File: src/rtl/dds_pinc_hls_deadlock_collector.sv
// Deadlock report collector for the dds_pinc HLS wrapper monitors: qualifies a held `block`, reports it once.
// Optional: define DDS_PINC_DEADLOCK_AUTOREARM_EN to return to IDLE after each accepted report.
module dds_pinc_hls_deadlock_collector #(
    parameter int unsigned NUM_MON     = 4,
    parameter int unsigned IDX_W       = 2,
    parameter int unsigned HOLD_CYCLES = 16,
    parameter int unsigned CNT_W       = 16
) (
    input  logic               clock,
    input  logic               reset,
    input  logic [NUM_MON-1:0] block_in,
    input  logic               clear,
    output logic               report_valid,
    input  logic               report_ready,
    output logic [IDX_W-1:0]   report_idx,
    output logic [CNT_W-1:0]   report_ts,
    output logic               deadlock
);

    localparam int unsigned PAD_W = 1 << IDX_W;
    localparam logic [CNT_W-1:0] HOLD_LAST = CNT_W'(HOLD_CYCLES - 1);

    typedef enum logic [1:0] {
        S_IDLE,
        S_ARMED,
        S_REPORT,
        S_LATCHED
    } state_t;

    state_t           state;
    state_t           state_next;
    logic [CNT_W-1:0] ts_cnt;
    logic [CNT_W-1:0] cand_ts;
    logic [CNT_W-1:0] hold_cnt;
    logic [CNT_W-1:0] hold_next;
    logic [CNT_W-1:0] report_ts_q;
    logic [IDX_W-1:0] cand_idx;
    logic [IDX_W-1:0] first_idx;
    logic [IDX_W-1:0] report_idx_q;
    logic [PAD_W-1:0] block_pad;
    logic             any_block;
    logic             cand_block;
    logic             load_cand;
    logic             load_report;
    logic             deadlock_q;
    logic             deadlock_next;

    // Pad to the full index range so a candidate index never selects outside the vector.
    always_comb begin
        block_pad = '0;
        block_pad[NUM_MON-1:0] = block_in;
        first_idx = '0;
        any_block = 1'b0;
        for (int unsigned i = 0; i < NUM_MON; i++) begin
            if (block_in[i] && !any_block) begin
                first_idx = IDX_W'(i);
                any_block = 1'b1;
            end
        end
    end

    assign cand_block = block_pad[cand_idx];

    always_comb begin
        state_next    = state;
        hold_next     = hold_cnt;
        load_cand     = 1'b0;
        load_report   = 1'b0;
        deadlock_next = deadlock_q;
        if (clear) begin
            state_next    = S_IDLE;
            hold_next     = '0;
            deadlock_next = 1'b0;
        end else begin
            case (state)
                S_IDLE: begin
                    if (any_block) begin
                        load_cand  = 1'b1;
                        hold_next  = CNT_W'(1);
                        state_next = S_ARMED;
                    end
                end
                S_ARMED: begin
                    if (!cand_block) begin
                        hold_next  = '0;
                        state_next = S_IDLE;
                    end else if (hold_cnt == HOLD_LAST) begin
                        load_report   = 1'b1;
                        deadlock_next = 1'b1;
                        state_next    = S_REPORT;
                    end else begin
                        hold_next = hold_cnt + CNT_W'(1);
                    end
                end
                S_REPORT: begin
                    if (report_ready) begin
`ifdef DDS_PINC_DEADLOCK_AUTOREARM_EN
                        state_next = S_IDLE;
`else
                        state_next = S_LATCHED;
`endif
                    end
                end
                S_LATCHED: begin
                    state_next = S_LATCHED;
                end
                default: begin
                    state_next = S_IDLE;
                end
            endcase
        end
    end

    always_ff @(posedge clock) begin
        if (reset) begin
            state        <= S_IDLE;
            ts_cnt       <= '0;
            hold_cnt     <= '0;
            cand_idx     <= '0;
            cand_ts      <= '0;
            report_idx_q <= '0;
            report_ts_q  <= '0;
            deadlock_q   <= 1'b0;
        end else begin
            state      <= state_next;
            ts_cnt     <= ts_cnt + CNT_W'(1);
            hold_cnt   <= hold_next;
            deadlock_q <= deadlock_next;
            if (load_cand) begin
                cand_idx <= first_idx;
                cand_ts  <= ts_cnt;
            end
            if (load_report) begin
                report_idx_q <= cand_idx;
                report_ts_q  <= cand_ts;
            end
        end
    end

    assign report_valid = (state == S_REPORT);
    assign report_idx   = report_idx_q;
    assign report_ts    = report_ts_q;
    assign deadlock     = deadlock_q;

endmodule

File: config.mk
export PLATFORM = sky130hd
export DESIGN_NAME = dds_pinc_hls_deadlock_collector
export DESIGN_NICKNAME = d
export VERILOG_FILES = /design/src/rtl/dds_pinc_hls_deadlock_collector.sv
export SDC_FILE = /design/constraint.sdc
export NUM_CORES = 1
export LEC_CHECK = 0
export CORE_MARGIN = 2
export CORE_UTILIZATION = 23
export CTS_CLUSTER_SIZE = 25
export DETAILED_ROUTE_END_ITERATION = 7
export GPL_TIMING_DRIVEN = 0
export PLACE_DENSITY_LB_ADDON = 0.3
export SYNTH_ARGS = -nofsm -noshare
export SYNTH_HDL_FRONTEND = slang
export SYNTH_SLANG_ARGS = --single-unit
File: constraint.sdc
create_clock -name clock -period 2.1 [get_ports clock]
set_input_delay 0.42 -clock clock [delete_from_list [all_inputs] [get_ports clock]]
set_output_delay 0.42 -clock clock [all_outputs]
set_load 0.1 [all_outputs]
Yosys cells after proc, flatten, opt, wreduce, memory -nomap -nowiden
Index checks and enable logic that the tools add are counted.
W data, S select, Z words.
{"block": "word_totals", "output_inout_bits": 20, "register_bits": 71, "inputBits": 8}
{"block": "classes", "n_lt_le_gt_ge": 1, "n_eq_ne": 8, "reduce_logical": 12, "n_mux": 25, "n_addsub": 2}
{"op": "$mux W16", "count": 3}
{"op": "$add A16 B1 Y16 const B", "count": 2}
{"op": "$pmux W16 S2", "count": 1}
{"op": "$eq A16 B4 Y1 const B", "count": 1}
{"op": "$mux W1", "count": 13}
{"op": "$mux W2", "count": 6}
{"op": "$reduce_and A3 Y1", "count": 3}
{"op": "$pmux W2 S4", "count": 1}
{"op": "$ne A3 B3 Y1 const B", "count": 2}
{"op": "$eq A2 B2 Y1 const B", "count": 2}
{"op": "$logic_and A1 B1 Y1", "count": 3}
{"op": "$logic_not A1 Y1", "count": 3}
{"op": "$lt A2 B3 Y1 const B", "count": 1}
{"op": "$bmux W1 S2", "count": 1}
{"op": "$eq A2 B1 Y1 const B", "count": 1}
{"op": "$logic_not A2 Y1", "count": 1}
{"op": "$ne A2 B1 Y1 const B", "count": 1}
{"op": "$ne A2 B2 Y1 const B", "count": 1}
{"op": "$reduce_bool A2 Y1", "count": 1}
{"op": "$reduce_or A2 Y1", "count": 1}

Longest topological paths before layout
{"block": "logic_depth", "depth_word": 13, "ltp_mapped": 8, "mapped_depth_nobuf": 6}

Least setup slack after synthesis
OpenSTA, ideal clock, no wires.
{"block": "synth_timing", "path_type": "reg-to-reg", "from": "register hold_cnt[0]", "to": "register report_ts_q[10], in the netlist report_ts[10]", "setup_time_ns": 0.128, "n_path_buf": 2, "period_less_slack_ns": 1.710, "required_ns": 1.972, "arrival_time_ns": 1.583, "slack_ns": 0.390, "path_stages_with_launch": 9, "path_cell_list": "dfxtp_1 > ha_1 > and3_1 > nand4_2 > nor3_2 > buf_6 > buf_12 > mux2i_1 > nor2_1"}
{"block": "synth_between", "elab_chain_len": 5}
{"element": "start, declared", "line_no": "34", "text": "logic [CNT_W-1:0] hold_cnt;"}
{"element": "start signal, assigned", "line_no": "127", "text": "hold_cnt <= hold_next;"}
{"element": "$eq A16 B4 Y1", "line_no": "87", "text": "end else if (hold_cnt == HOLD_LAST) begin"}
{"element": "$mux W1", "line_no": "87"}
{"element": "$mux W1", "line_no": "84", "text": "if (!cand_block) begin"}
{"element": "$mux W1", "line_no": "75", "text": "case (state)"}
{"element": "$mux W1", "line_no": "70", "text": "if (clear) begin"}
{"element": "end signal, assigned", "line_no": "135", "text": "report_ts_q <= cand_ts;"}
{"element": "end, declared", "line_no": "36", "text": "logic [CNT_W-1:0] report_ts_q;"}
No other way between the ends.
A chain may end at the register's enable or synchronous reset.

Worst setup path in the final report
{"block": "layout_timing", "from": "register report_idx_q[1], in the netlist report_idx[1]", "to": "output report_idx[1]"}
{"element": "start, declared", "line_no": "39", "text": "logic [IDX_W-1:0] report_idx_q;"}
{"element": "start signal, assigned", "line_no": "134", "text": "report_idx_q <= cand_idx;"}
{"element": "end, declared", "line_no": "15", "text": "output logic [IDX_W-1:0] report_idx,"}
No word-level cell between the ends.

==> impl_metrics.env <==
export IMPL_leakagePower_nw=1.39
export IMPL_seq_area_um2=1420
export IMPL_dp_slack_ns=-0.245
export IMPL_wl_per_cell_um=12.5
export IMPL_cts_sinks=71
export IMPL_maxSlewViolCount=0
export IMPL_wirelength_um=7100
export IMPL_die_y_um=119
export IMPL_antenna_found_initial=0
export IMPL_synthesis_nets=359
export IMPL_maxSlewHeadroom_pct=35.4
export IMPL_synth_area_top_cells="dfxtp_1, mux2i_1, nor2_1"
export IMPL_drv_cap=0
export IMPL_path_max_fanout=2
export IMPL_synth_top_area_share_pct=46.4
export IMPL_cts_htree_levels=3
export IMPL_tritoncts="built"
export IMPL_drt_pass1_iterations=4
export IMPL_overflow=0
export IMPL_synthArstFlopShare_pct=0
export IMPL_ant_nets=0
export IMPL_yosysSeqAreaShare_pct=46.4
export IMPL_rr_worst_depth=8
export IMPL_max_freq_ghz=0.500
export IMPL_worstSkewPairLatency_ns=0.34
export IMPL_rows=42
export IMPL_pin_count=28
export IMPL_hold_violations=0
export IMPL_holdCritStartpoint="cand_ts[11]"
export IMPL_synth_top_area_cell="dfxtp_1"
export IMPL_cp_required_ns=1.68
export IMPL_grt_setup_unrepaired="false"
export IMPL_r2r_setup_slack_ns=0.15
export IMPL_holdWs_ns=0.457
export IMPL_crit_family="buffers and inverters"
export IMPL_dieWidth_um=119
export IMPL_path_class="reg2out"
export IMPL_fin_ws_ns=0.101
export IMPL_cts_reportedPaths_clkPinSlew_ns=0.06
export IMPL_grt_max_degree=15
export IMPL_place_gp_congestion=0.827
export IMPL_worstPathArrival_ns=1.58
export IMPL_grt_pass1_wl_um=11800
export IMPL_multi_input_area_um2=1520
export IMPL_min_to="cand_ts[11]"
export IMPL_critPathCaptureType="output port"
export IMPL_timing_final_crit_share_pct=95.2
export IMPL_drcViolationCount=0
export IMPL_r2r_end="report_ts[7]"
export IMPL_setup_viol_count_final=0
export IMPL_fin_skew_ns=0.00719
export IMPL_status="finished clean"
export IMPL_synth_edf_count=0
export IMPL_crit_path_top_delay_cell="dlygate4sd2_1"
export IMPL_core_region_area_um2=13100
export IMPL_drive_gt1_share_pct=11.5
export IMPL_die_area_um2=14300
export IMPL_ys_types=55
export IMPL_start_util_pct=23.3
export IMPL_final_common_cell="dfxtp_1"
export IMPL_synth_area_per_cell_um2=8.78
export IMPL_num_vias=2543
export IMPL_hpwl_um=5030
export IMPL_power_density_nw_per_um2=833
export IMPL_first_global_vias=2407
export IMPL_nFillCells=1406
export IMPL_grt_usage_pct=10.4
export IMPL_period_needed_ns=2.00
export IMPL_clk_path_buf_depth=2
export IMPL_min_path_type="reg2reg"
export IMPL_numCtsBuffers=9
export IMPL_final_cell_mix="dfxtp_1, nor2_1, nand2_1"
export IMPL_ys_warn_count=0
export IMPL_clockRootBuffer="clkbuf_16"
export IMPL_whs_path_depth=2
export IMPL_final_net_count=396
export IMPL_synth_ff_type="dfxtp_1"
export IMPL_avgViaCountPerCell=4.49
export IMPL_cp_start_kind="flop"
export IMPL_slowest_delay_ns=0.87
export IMPL_port_buffers=26
export IMPL_syn_to_final_growth_pct=26.1
export IMPL_antenna_cells=0
export IMPL_synthCells=349
export IMPL_drt_iter0_drc=192
export IMPL_vdd_drop_max_mv=0.356
export IMPL_synth_area_um2=3070
export IMPL_critical_path_cell_chain="dlygate4sd2_1"
export IMPL_synth_seq_cells=71
export IMPL_worstMarginPinSlew_ns=0.974
export IMPL_r2r_start="hold_cnt[0]"
export IMPL_critPathBufInv=1
==> power by group <==
group          switching, W  total, W  internal [W]
clock network      0.000632   0.00168       0.00105
registers         0.0000170   0.00138       0.00136
logic              0.000102  0.000159     0.0000573
==> how the worst max path moves through the flow <==
stage	from	endpoint	slack, ns	depth (start not counted)
after floorplan	hold_cnt[0]	report_ts[10]	0.39	8
after global placement	block_in[1]	hold_cnt[0]	-0.22	6
after detailed placement	block_in[1]	hold_cnt[9]	-0.24	6
after CTS	hold_cnt[0]	report_ts[7]	0.07	8
after global routing	hold_cnt[0]	report_ts[9]	0.007	8
final	report_idx[1]	report_idx[1]	0.10	1
==> timing repair <==
action                                  CTS  global route
hold buffers                              0             0
setup buffers                             0             0
endpoints found under the setup margin   20            16
resized for setup                        22             3
cloned                                    0             0
==> routing by layer <==
layer  wire, um  global-route usage (%)  part of all wire (%)
met1       3330                    13.0                    47
met2       3350                    16.9                    47
met3        231                    2.44                   3.3
met4        192                    5.29                   2.7
met5          0                       0                     0
==> kinds of logic after synthesis <==
family          after synthesis  synth area share [%]
simple gates                152                  24.0
buf+inv                      26                  4.53
compound gates               65                  14.0
flops                        71                  46.4
xor+xnor                     12                  3.43
mux                          21                  6.90
fa+ha+maj                     2                 0.816
==> Yosys cell counts (5+ instances only) <==
cell type	number
dfxtp_1	71
clkbuf_1	8
buf_2	5
mux2i_1	20
o21ai_0	12
or3_1	6
a21oi_1	26
xnor2_1	7
inv_1	9
nor2_1	49
nand3_1	15
nor3_1	10
nand2_1	45
xor2_1	5
==> tightest hold or removal path: stages (launching register included) <==
cell and delay (ns):
dfxtp_1 0.31, nand2_1 0.05, a21oi_1 0.05
==> stage by stage <==
| step | area (um^2) | utilization, % | total power [W] | std cells | TNS (ns) |
|---|---|---|---|---|---|
| after floorplan | 3070 | - | 0.00151 | 349 | 0 |
| after global placement | 3550 | 27.0 | 0.00157 | 551 | -5.25 |
| after detailed placement | 3550 | 27.0 | 0.00157 | 551 | -5.82 |
| after CTS | 3850 | 29.3 | 0.00325 | 567 | 0 |
| after global routing | 3870 | 29.4 | 0.00334 | 567 | 0 |
| final | 3870 | 29.4 | 0.00322 | 567 | 0 |
==> area by class of cell <==
class                      count  area share (%)
buffer                        17            2.72
sequential                    71            36.8
timing repair buffer          26            6.15
inverter                       9           0.874
tap                          176            5.70
clock inverter                 7            2.65
clock buffer                   9            5.83
multi-input combinational    252            39.3
==> state kept, by name (all words and copies together), names as in the netlist <==
register    flops
state           2
ts_cnt         16
report_ts      16
cand_ts        16
cand_idx        2
deadlock        1
hold_cnt       16
report_idx      2
Power figures use the tool's default switching activity.
